<file path="src/rtl/lcd_pkg.sv">
`default_nettype none
// ============================================================================
// Module      : lcd_pkg
// Description : Shared definitions for the LCD1602 write arbiter: state and
//               bus-phase encodings, LCD command constants and helpers that
//               build init commands and DDRAM address commands.
// Revision    : 1.0 - initial release
// ============================================================================
package lcd_pkg;

  typedef enum logic [2:0] {
    ST_INIT      = 3'd0,
    ST_INIT_WAIT = 3'd1,
    ST_IDLE      = 3'd2,
    ST_ADDR_WR   = 3'd3,
    ST_CHAR_WR   = 3'd4
  } arb_state_e;

  typedef enum logic [1:0] {
    PH_IDLE  = 2'd0,
    PH_SETUP = 2'd1,
    PH_PULSE = 2'd2,
    PH_HOLD  = 2'd3
  } bus_phase_e;

  localparam logic [7:0] CMD_FUNC_SET = 8'h38;
  localparam logic [7:0] CMD_DISP_ON  = 8'h0C;
  localparam logic [7:0] CMD_ENTRY    = 8'h06;
  localparam logic [7:0] CMD_CLEAR    = 8'h01;
  localparam logic [7:0] CMD_DDRAM    = 8'h80;

  localparam int INIT_CMDS = 4;

  // Init command issued at position idx of the power-up sequence.
  function automatic logic [7:0] init_cmd(input logic [2:0] idx);
    case (idx)
      3'd0:    return CMD_FUNC_SET;
      3'd1:    return CMD_DISP_ON;
      3'd2:    return CMD_ENTRY;
      3'd3:    return CMD_CLEAR;
      default: return 8'h00;
    endcase
  endfunction

  // Set-DDRAM-address command: row 1 starts at DDRAM offset 0x40.
  function automatic logic [7:0] ddram_addr(input logic row, input logic [3:0] col);
    return CMD_DDRAM | {1'b0, row, 2'b00, col};
  endfunction

endpackage : lcd_pkg
`default_nettype wire

</file>
<file path="src/rtl/lcd_bus_writer.sv">
`default_nettype none
// ============================================================================
// Module      : lcd_bus_writer
// Description : Performs one LCD1602 bus write as SETUP / PULSE / HOLD phases
//               of COUNT_MAX cycles each. rs and data are latched at start and
//               held for the whole write.
// Ports       : clk, reset (async, active-low)
//               start_i, rs_i, data_i : request a write (sampled when free_o)
//               free_o                : a new start is accepted this cycle
//               done_o                : last cycle of the current write
//               enable_o, rs_o, data_o: registered LCD bus drive
// Revision    : 1.0 - initial release
// ============================================================================
module lcd_bus_writer
  import lcd_pkg::*;
#(
  parameter int COUNT_MAX = 8,
  parameter int CNT_W     = 4
) (
  input  logic       clk,
  input  logic       reset,
  input  logic       start_i,
  input  logic       rs_i,
  input  logic [7:0] data_i,
  output logic       free_o,
  output logic       done_o,
  output logic       enable_o,
  output logic       rs_o,
  output logic [7:0] data_o
);

  bus_phase_e       phase_q;
  logic [CNT_W-1:0] cnt_q;
  logic             en_q;
  logic             rs_q;
  logic [7:0]       data_q;
  logic             last_w;

  assign last_w = (cnt_q == CNT_W'(COUNT_MAX - 1));
  assign done_o = (phase_q == PH_HOLD) && last_w;
  // Free on the final HOLD cycle too, so consecutive writes chain with no gap.
  assign free_o = (phase_q == PH_IDLE) || done_o;

  always_ff @(posedge clk or negedge reset) begin
    if (!reset) begin
      phase_q <= PH_IDLE;
      cnt_q   <= '0;
      en_q    <= 1'b0;
      rs_q    <= 1'b0;
      data_q  <= 8'h00;
    end else if (free_o) begin
      cnt_q <= '0;
      en_q  <= 1'b0;
      if (start_i) begin
        phase_q <= PH_SETUP;
        rs_q    <= rs_i;
        data_q  <= data_i;
      end else begin
        phase_q <= PH_IDLE;
      end
    end else if (last_w) begin
      cnt_q <= '0;
      if (phase_q == PH_SETUP) begin
        phase_q <= PH_PULSE;
        en_q    <= 1'b1;
      end else begin
        phase_q <= PH_HOLD;
        en_q    <= 1'b0;
      end
    end else begin
      cnt_q <= cnt_q + 1'b1;
    end
  end

  assign enable_o = en_q;
  assign rs_o     = rs_q;
  assign data_o   = data_q;

endmodule : lcd_bus_writer
`default_nettype wire

</file>
<file path="src/rtl/lcd_arbiter.sv">
`default_nettype none
// ============================================================================
// Module      : lcd_arbiter
// Description : Initialises an LCD1602 and then arbitrates round-robin between
//               two character requesters, writing a DDRAM address command
//               followed by the character for each accepted request.
// Ports       : clk, reset (async, active-low)
//               reqN_valid/ready/row/col/char : requester N handshake+payload
//               init_done : init sequence complete (sticky until reset)
//               busy      : not in IDLE
//               rs, rw, enable, data : LCD1602 bus
// Revision    : 1.0 - initial release
// ============================================================================
module lcd_arbiter
  import lcd_pkg::*;
#(
  parameter int COUNT_MAX  = 8,
  parameter int CLEAR_WAIT = 64
) (
  input  logic       clk,
  input  logic       reset,
  input  logic       req0_valid,
  output logic       req0_ready,
  input  logic       req0_row,
  input  logic [3:0] req0_col,
  input  logic [7:0] req0_char,
  input  logic       req1_valid,
  output logic       req1_ready,
  input  logic       req1_row,
  input  logic [3:0] req1_col,
  input  logic [7:0] req1_char,
  output logic       init_done,
  output logic       busy,
  output logic       rs,
  output logic       rw,
  output logic       enable,
  output logic [7:0] data
);

  localparam int CNT_MAX = (COUNT_MAX > CLEAR_WAIT) ? COUNT_MAX : CLEAR_WAIT;
  localparam int CNT_W   = $clog2(CNT_MAX + 1);

  arb_state_e       state_q;
  logic [2:0]       cmd_idx_q;
  logic [CNT_W-1:0] wait_q;
  logic             last_q;      // 1: req1 was granted last
  logic [7:0]       char_q;
  logic             init_done_q;
  logic             busy_q;

  logic       grant0_w;
  logic       grant1_w;
  logic       accept_w;
  logic       wr_free_w;
  logic       wr_done_w;
  logic       wr_start_w;
  logic       wr_rs_w;
  logic [7:0] wr_data_w;

  // A lone requester always wins; on contention the one not granted last wins.
  assign grant0_w   = req0_valid && (!req1_valid || last_q);
  assign grant1_w   = req1_valid && (!req0_valid || !last_q);
  assign req0_ready = (state_q == ST_IDLE) && grant0_w;
  assign req1_ready = (state_q == ST_IDLE) && grant1_w;
  assign accept_w   = req0_ready || req1_ready;

  // The address write starts on the acceptance edge straight from the live
  // payload; the character write chains on the final HOLD cycle of the address.
  always_comb begin
    wr_start_w = 1'b0;
    wr_rs_w    = 1'b0;
    wr_data_w  = 8'h00;
    case (state_q)
      ST_INIT: begin
        if (wr_free_w && (cmd_idx_q != 3'(INIT_CMDS))) begin
          wr_start_w = 1'b1;
          wr_data_w  = init_cmd(cmd_idx_q);
        end
      end
      ST_IDLE: begin
        if (accept_w) begin
          wr_start_w = 1'b1;
          wr_data_w  = req0_ready ? ddram_addr(req0_row, req0_col)
                                  : ddram_addr(req1_row, req1_col);
        end
      end
      ST_ADDR_WR: begin
        if (wr_done_w) begin
          wr_start_w = 1'b1;
          wr_rs_w    = 1'b1;
          wr_data_w  = char_q;
        end
      end
      default: ;
    endcase
  end

  always_ff @(posedge clk or negedge reset) begin
    if (!reset) begin
      state_q     <= ST_INIT;
      cmd_idx_q   <= 3'd0;
      wait_q      <= '0;
      last_q      <= 1'b1;
      char_q      <= 8'h00;
      init_done_q <= 1'b0;
      busy_q      <= 1'b1;
    end else begin
      case (state_q)
        ST_INIT: begin
          // Writer is free once at start and then at the end of each command.
          if (wr_free_w) begin
            if (cmd_idx_q != 3'(INIT_CMDS)) begin
              cmd_idx_q <= cmd_idx_q + 1'b1;
            end else begin
              state_q <= ST_INIT_WAIT;
              wait_q  <= '0;
            end
          end
        end
        ST_INIT_WAIT: begin
          if (wait_q == CNT_W'(CLEAR_WAIT - 1)) begin
            wait_q      <= '0;
            state_q     <= ST_IDLE;
            init_done_q <= 1'b1;
            busy_q      <= 1'b0;
          end else begin
            wait_q <= wait_q + 1'b1;
          end
        end
        ST_IDLE: begin
          if (accept_w) begin
            last_q  <= req1_ready;
            char_q  <= req1_ready ? req1_char : req0_char;
            state_q <= ST_ADDR_WR;
            busy_q  <= 1'b1;
          end
        end
        ST_ADDR_WR: begin
          if (wr_done_w) state_q <= ST_CHAR_WR;
        end
        ST_CHAR_WR: begin
          if (wr_done_w) begin
            state_q <= ST_IDLE;
            busy_q  <= 1'b0;
          end
        end
        default: state_q <= ST_INIT;
      endcase
    end
  end

  lcd_bus_writer #(
    .COUNT_MAX (COUNT_MAX),
    .CNT_W     (CNT_W)
  ) u_writer (
    .clk      (clk),
    .reset    (reset),
    .start_i  (wr_start_w),
    .rs_i     (wr_rs_w),
    .data_i   (wr_data_w),
    .free_o   (wr_free_w),
    .done_o   (wr_done_w),
    .enable_o (enable),
    .rs_o     (rs),
    .data_o   (data)
  );

  assign rw        = 1'b0;
  assign init_done = init_done_q;
  assign busy      = busy_q;

endmodule : lcd_arbiter
`default_nettype wire
</file>
<file path="config.mk">
export PLATFORM = sky130hd
export DESIGN_NAME = lcd_arbiter
export DESIGN_NICKNAME = d
export VERILOG_FILES = /design/src/rtl/lcd_pkg.sv /design/src/rtl/lcd_bus_writer.sv /design/src/rtl/lcd_arbiter.sv
export SDC_FILE = /design/constraint.sdc
export NUM_CORES = 1
export LEC_CHECK = 0
export ABC_AREA = 1
export BUFFER_PORTS_ARGS = -buffer_cell sky130_fd_sc_hd__buf_2
export CAP_MARGIN = 20
export CORE_UTILIZATION = 50
export DETAILED_ROUTE_END_ITERATION = 6
export PLACE_DENSITY = 0.69
export SLEW_MARGIN = 20
export SYNTH_ARGS = -nofsm -noshare
export SYNTH_HDL_FRONTEND = slang
export SYNTH_SLANG_ARGS = --single-unit
</file>
<file path="constraint.sdc">
create_clock -name clk -period 2.9 [get_ports clk]
set_input_delay 0.87 -clock clk [delete_from_list [all_inputs] [get_ports clk]]
set_output_delay 0.87 -clock clk [all_outputs]
set_load 0.01 [all_outputs]
</file>
==> summary.txt, run 1 <==
Floorplan
  • Die extent in x: 71.0 microns
  • Initial core utilization: 53.3%
  • Die area: 5050 sq um
  • Core area: 4470 sq um
  • I/O pins: 45
  • Die H: 71.0 microns
  • Row cnt: 24

Placement
  • Detailed placement HPWL: 3.57 mm
  • Routability cong.: 0.846
  • I/O Buffers: 43
  • Placement Setup Slack: 0.558 ns

Detailed routing
  • Detailed-route via count: 2034
  • Drt total wl: 4.62 mm
  • Initial DRC count: 71
  • DRT antenna net count: 0
  • Via density: 5.02
  • DR WL/cell: 11.4 microns
  • TritonRoute pass-1 iters: 4
  • DRC viols: 0

Global route
  • Total grt overflow: 0
  • Met2 usage: 33.3%
  • Initial antenna violation count: 0
  • Most Used Layer, Global Route: met2
  • Met1 Track Usage GR: 27.3%
  • Pin count of the biggest net entering global routing: 30
  • Gr usage total: 21.1%
  • First-pass GRT wire length: 8.27 mm
  • Vias in the first global route: 1941
  • Grt met3 use: 4.42%

Synth
  • Gate Count Post-Synth: 305
  • Warnings, synthesis: 0
  • Synth async-reset ratio: 100%
  • Synth cell types: 32
  • Cell taking the most area after synthesis: dfrtp_1
  • Top FF cell, synth: dfrtp_1
  • Post-synthesis net count: 342
  • Mapped Area: 2380 sq um
  • Top cell type's share of synthesized area: 43.0%
  • EDFF count, synth: 0
  • Flops & latches, synth: 43
  • Sequential area share after synthesis: 45.2%
  • Top cells by area, synth: dfrtp_1 (43%), nand2_1 (17%), inv_1 (4.6%), nand3_1 (4.0%), nor2_1 (3.9%)
  • Avg Synthesized Cell Area: 7.81 sq um

STA
  • Finish-stage setup viols: 0
  • Final WS setup: 0.561 ns
  • Clock Skew: 0.0109 ns
  • Slew Viols, Final: 0
  • Highest Clock Rate: 0.428 GHz
  • RSZ-0062 raised after global routing: false
  • Min Tclk post-route: 2.34 ns
  • Worst Tran Pin Value: 0.635 ns
  • Fin crit share: 80.7%
  • Slew HR: 57.6%
  • Final TNS setup: 0 ns
  • Endpoints failing hold: 0

Layout
  • Commonest non-fill, non-tap cell in the layout: nand2_1
  • Final net count: 389
  • Fraction of layout cells with a size suffix above 1: 21.5%
  • Commonest non-fill, non-tap cells in the layout: nand2_1 (108), buf_2 (43), dfrtp_1 (41)
  • Layout Area Growth over Synthesis: 14.4%
  • Number of diodes: 0
  • Fill count: 417

Min path
  • Hold crit path type: reg -> reg

Worst setup path
  • CP peak stage delay: 0.17 ns
  • WP data arrival: 1.47 ns
  • CP max-delay cell: nor2_4
  • Worst path cell trace: buf_2, nand2_1, nand2_1, nor2_4, buf_2
  • Crit-path leading delay family: simple AND/OR/NAND/NOR gates
  • Crit Path Max Fanout: 6
  • CP bufs+invs: 2
  • CP Capture Type: output pin
  • Worst EP required: 2.03 ns
  • Crit Path Class: in -> out
  • Setup crit start kind: input pin

Run
  • Max-Cap Viols: 0

Clock network
  • CTS clk-pin slew, worst paths: 0.07 ns
  • CTS tree: yes
  • Clock Latency Late Sink: 0.30 ns
  • Clk root buf: clkbuf_8
  • Cts repair resizes: 0
  • Num CTS Buffers: 5
  • Hold buffer count at CTS: 0
  • Max Root-Sink Buffers: 2
  • Post-CTS Setup Bufs: 0
  • H-tree Lvls: 2
  • CTS Sinks: 43

Pwr
  • Total power: 1.16 mW
  • Cell Pwr Density: 424 nW/um^2
  • Lkg Pwr: 1.47 nW
  • Maximum vdd drop: 0.000189 V

Outcome
  • Status: finished, final reports clean
-- synthesized netlist by cell type, drive strengths merged, types with 3 or more instances --
master / instances
a21oi: 7
a31oi: 8
buf: 6
dfrtp: 41
ha: 7
inv: 32
nand2: 112
nand3: 20
nand4: 8
nor2: 32
nor3: 3
o21ai: 13
or2: 3
xor2: 3
-- worst register-to-register path, cell delays in order (launching register included) --
cell and delay [ns]:
dfrtp_1 0.40, ha_1 0.23, nand3_1 0.14, nor2_4 0.08
nand2_1 0.14, nand2_1 0.26, nor2_1 0.39, nand2_1 0.12
nor2_1 0.14, a21oi_2 0.04
-- power breakdown --
group / switching [mW] / internal [mW]
Clock: 0.201 / 0.279
Sequential: 0.00670 / 0.612
Combinational: 0.0307 / 0.0265
-- flip-flops by register name, indices dropped and copies added (netlist names) --
register / flops
u_writer.enable_o: 1
char_q: 8
u_writer.data_o: 8
init_done: 1
state_q: 3
cmd_idx_q: 3
last_q: 1
u_writer.cnt_q: 7
busy: 1
u_writer.rs_o: 1
u_writer.phase_q: 2
wait_q: 7
-- cells by family after synthesis --
| logic type | count (synthesis) | share of synthesized area, % |
|---|---|---|
| AO/OA/AOI/OAI | 30 | 7.09 |
| XOR/XNOR | 4 | 1.47 |
| adder cells (fa/ha/maj) | 7 | 3.67 |
| buffers and inverters | 39 | 8.56 |
| flip-flops | 43 | 45.2 |
| other | 1 | 0.157 |
| AND/OR/NAND/NOR | 181 | 33.8 |
-- final timing paths --
check	startpoint	endpoint	slack, ns	cells after the start
worst min register to register	u_writer.cnt_q[0]	u_writer.cnt_q[0]	0.46	1
worst min-delay path	u_writer.cnt_q[0]	u_writer.cnt_q[0]	0.46	1
min in group asynchronous	reset	u_writer.cnt_q[6]	0.59	1
worst max-delay path	req1_valid	req0_ready	0.56	5
worst max register to register	u_writer.cnt_q[0]	u_writer.phase_q[0]	0.87	9
max in group asynchronous	reset	last_q	1.66	2
-- through the flow --
stage / hold slack, ns / cells / util, % / area (sq um)
2_1_floorplan: 0.429 / 305 / - / 2380
4_1_cts: 0.465 / 405 / 60.9 / 2730
3_5_place_dp: 0.457 / 397 / 58.3 / 2610
5_1_grt: 0.489 / 405 / 60.9 / 2730
3_3_place_gp: 0.450 / 397 / 58.3 / 2610
6_report: 0.455 / 405 / 60.9 / 2730
-- area by class of cell --
class,count,area [sq um],share of cell area (%)
Multi-Input combinational cell,223,1100,40.4
Sequential cell,43,1080,39.6
Clock inverter,2,35.0,1.28
Clock buffer,6,82.6,3.03
Inverter,33,126,4.64
Tap cell,52,65.1,2.39
Timing Repair Buffer,46,238,8.72
-- routing by layer --
metal  share of wire [%]  wire length [microns]
met2                  45                   2060
met3                 4.4                    202
met5                   0                      0
met1                  50                   2300
met4                 1.1                     53
(Power assumes the default switching activity.)
==> inputs of run 2 (changes only) <==
PLACE_DENSITY = 0.72   (was 0.69)
clock period = 1.89 ns   (was 2.9 ns; I/O delays follow)
==> run 2 against run 1 <==
Effect of this change: sequential power grew 53%; combinational power up 60%; non-clock buffer count grew 10; worst setup slack worse by 0.50 ns; cell count up 2.7%; flip-flop and latch count unchanged; global-route usage increased by 0.93 points; wire length grew 13%; critical path type is now reg -> out; first-iteration DRC count is 9.9% lower; critical path depth shrank 1; total power is 39% higher; die area is the same; largest cell class unchanged.
==> summary.txt, run 2 (same netlist as run 1, synthesis figures left out) <==
Clock network
  • H-tree Lvls: 2 (unchanged)
  • Max Root-Sink Buffers: 2 (unchanged)
  • CTS clk-pin slew, worst paths: 0.08 ns (about the same)
  • Clk root buf: clkbuf_8
  • CTS tree: yes
  • Num CTS Buffers: 5 (unchanged)
  • CTS Sinks: 43 (unchanged)
  • Clock Latency Late Sink: 0.30 ns (about the same)

Global route
  • Gr usage total: 22.0% (+0.93 points)
  • First-pass GRT wire length: 8.70 mm (+5.3%)
  • Initial antenna violation count: 0 (unchanged)
  • Pin count of the biggest net entering global routing: 44 (+47%)
  • Total grt overflow: 0 (unchanged)
  • Vias in the first global route: 2029 (+4.5%)

Worst setup path
  • Crit Path Max Fanout: 4 (-2)
  • RR Endpoint: u_writer.data_o[6]
  • WP data arrival: 1.26 ns (-0.21 ns)
  • CP Capture Type: output pin
  • Setup crit start kind: register
  • Reg2Reg Depth: 9 (unchanged)
  • R2r setup slk: 0.11 ns (-0.76 ns)
  • Crit Path Class: reg -> out
  • R2R Path Start: state_q[2]
  • Worst EP required: 1.32 ns (-0.71 ns)

Detailed routing
  • Drt total wl: 5.24 mm (+13%)
  • TritonRoute pass-1 iters: 4 (unchanged)
  • Detailed-route via count: 2132 (+4.8%)
  • Initial DRC count: 64 (-9.9%)
  • DR WL/cell: 12.6 microns (+10%)
  • Via density: 5.13 (+2.0%)
  • DRC viols: 0 (unchanged)
  • DRT antenna net count: 0 (unchanged)

Layout
  • Number of diodes: 0 (unchanged)
  • Fin area: 2830 sq um (+3.8%)
  • Fill count: 414 (-0.72%)
  • Commonest non-fill, non-tap cell in the layout: nand2_1
  • Storage element area: 1080 sq um (unchanged)
  • Commonest non-fill, non-tap cells in the layout: nand2_1 (105), buf_2 (42), dfrtp_1 (41)
  • Fraction of layout cells with a size suffix above 1: 25.3% (+3.7 points)
  • Non-filler instance count after layout: 416 (+2.7%)
  • Multi-input gate area: 1150 sq um (+4.1%)
  • Final net count: 400 (+2.8%)
  • Core occupancy in the finished layout: 63.2% (+2.3 points)
  • Layout Area Growth over Synthesis: 18.7%

STA
  • Min Tclk post-route: 1.83 ns
  • Endpoints failing hold: 0 (unchanged)
  • Slew Viols, Final: 0 (unchanged)
  • Finish-stage setup viols: 0 (unchanged)
  • Clock Skew: 0.00371 ns (-0.00719 ns)
  • Highest Clock Rate: 0.546 GHz
  • RSZ-0062 raised after global routing: false
  • Fin crit share: 96.9%

Placement
  • I/O Buffers: 43 (unchanged)
  • Cell Count Post-Placement: 401 (+1.0%)
  • Area after DPL: 2650 sq um (+1.6%)
  • Routability cong.: 0.890 (+5.3%)
  • Detailed placement HPWL: 3.72 mm (+4.2%)

Run
  • Max-Cap Viols: 0 (unchanged)

Outcome
  • Status: finished, final reports clean

Pwr
  • Maximum vdd drop: 0.000276 V (+46%)
  • Cell Pwr Density: 567 nW/um^2 (+34%)
  • Lkg Pwr: 1.52 nW (+2.9%)

Floorplan
  • Core area: 4470 sq um (unchanged)
  • Die area: 5050 sq um (unchanged)
  • Die H: 71.0 microns (unchanged)
  • I/O pins: 45 (unchanged)
  • Die extent in x: 71.0 microns (unchanged)
  • Row cnt: 24 (unchanged)
  • Initial core utilization: 53.3% (unchanged)

Min path
  • Hold crit path type: in -> async
[run 2: worst max path at each step]
stage	start	to	slack (ns)	cells past startpoint
finish	state_q[2]	req1_ready	0.06	4
floorplan	req0_valid	req1_ready	0.33	4
detailed placement	req1_valid	u_writer.data_o[6]	0.09	10
CTS	state_q[0]	req1_ready	-0.02	4
global route	last_q	req0_ready	0.008	5
global placement	req0_valid	req1_ready	0.11	5
[run 2: layout make-up]
| cell class | count | share of cell area, % |
|---|---|---|
| Multi-Input combinational cell | 224 | 40.5 |
| Clock buffer | 7 | 2.70 |
| Clock inverter | 1 | 0.177 |
| Tap cell | 52 | 2.30 |
| Sequential cell | 43 | 38.1 |
| Timing Repair Buffer | 56 | 11.7 |
| Inverter | 33 | 4.47 |
[run 2: metrics by stage]
step                total power, mW  hold WS, ns  setup slack [ns]  setup TNS (ns)
CTS                            1.61        0.245           -0.0223         -0.0223
detailed placement             1.06        0.449            0.0872               0
global placement               1.06        0.449             0.108               0
global route                   1.66        0.256           0.00823               0
finish                         1.60        0.227            0.0591               0
floorplan                     0.999        0.271             0.332               0
[run 2: repair_timing]
item                                    in CTS  in global routing
gates resized for setup                      1                 12
pin swaps                                    1                  7
hold buffers                                 0                  0
setup buffers                                1                  5
endpoints found under the setup margin       2                 18
cloned                                       0                  1
[run 2: power breakdown]
part	internal (mW)	switching, mW
registers	0.939	0.0111
logic	0.0427	0.0487
clock network	0.259	0.304
[run 2: critical path, cell delays in order, from the launching register on]
cell and delay, ns:
dfrtp_1 0.42, nor2_4 0.16, nand2_4 0.08, nor2_4 0.16, buf_2 0.15
[run 2: per-layer routing]
metal	share of wire, %	wire length [microns]	global-route usage, %	up-vias
met5	0	0	0	-
met4	1.8	95	7.56	0
met3	5.5	288	5.13	9
met2	47	2480	36.9	59
met1	45	2380	28.2	974
li1	-	-	-	1090
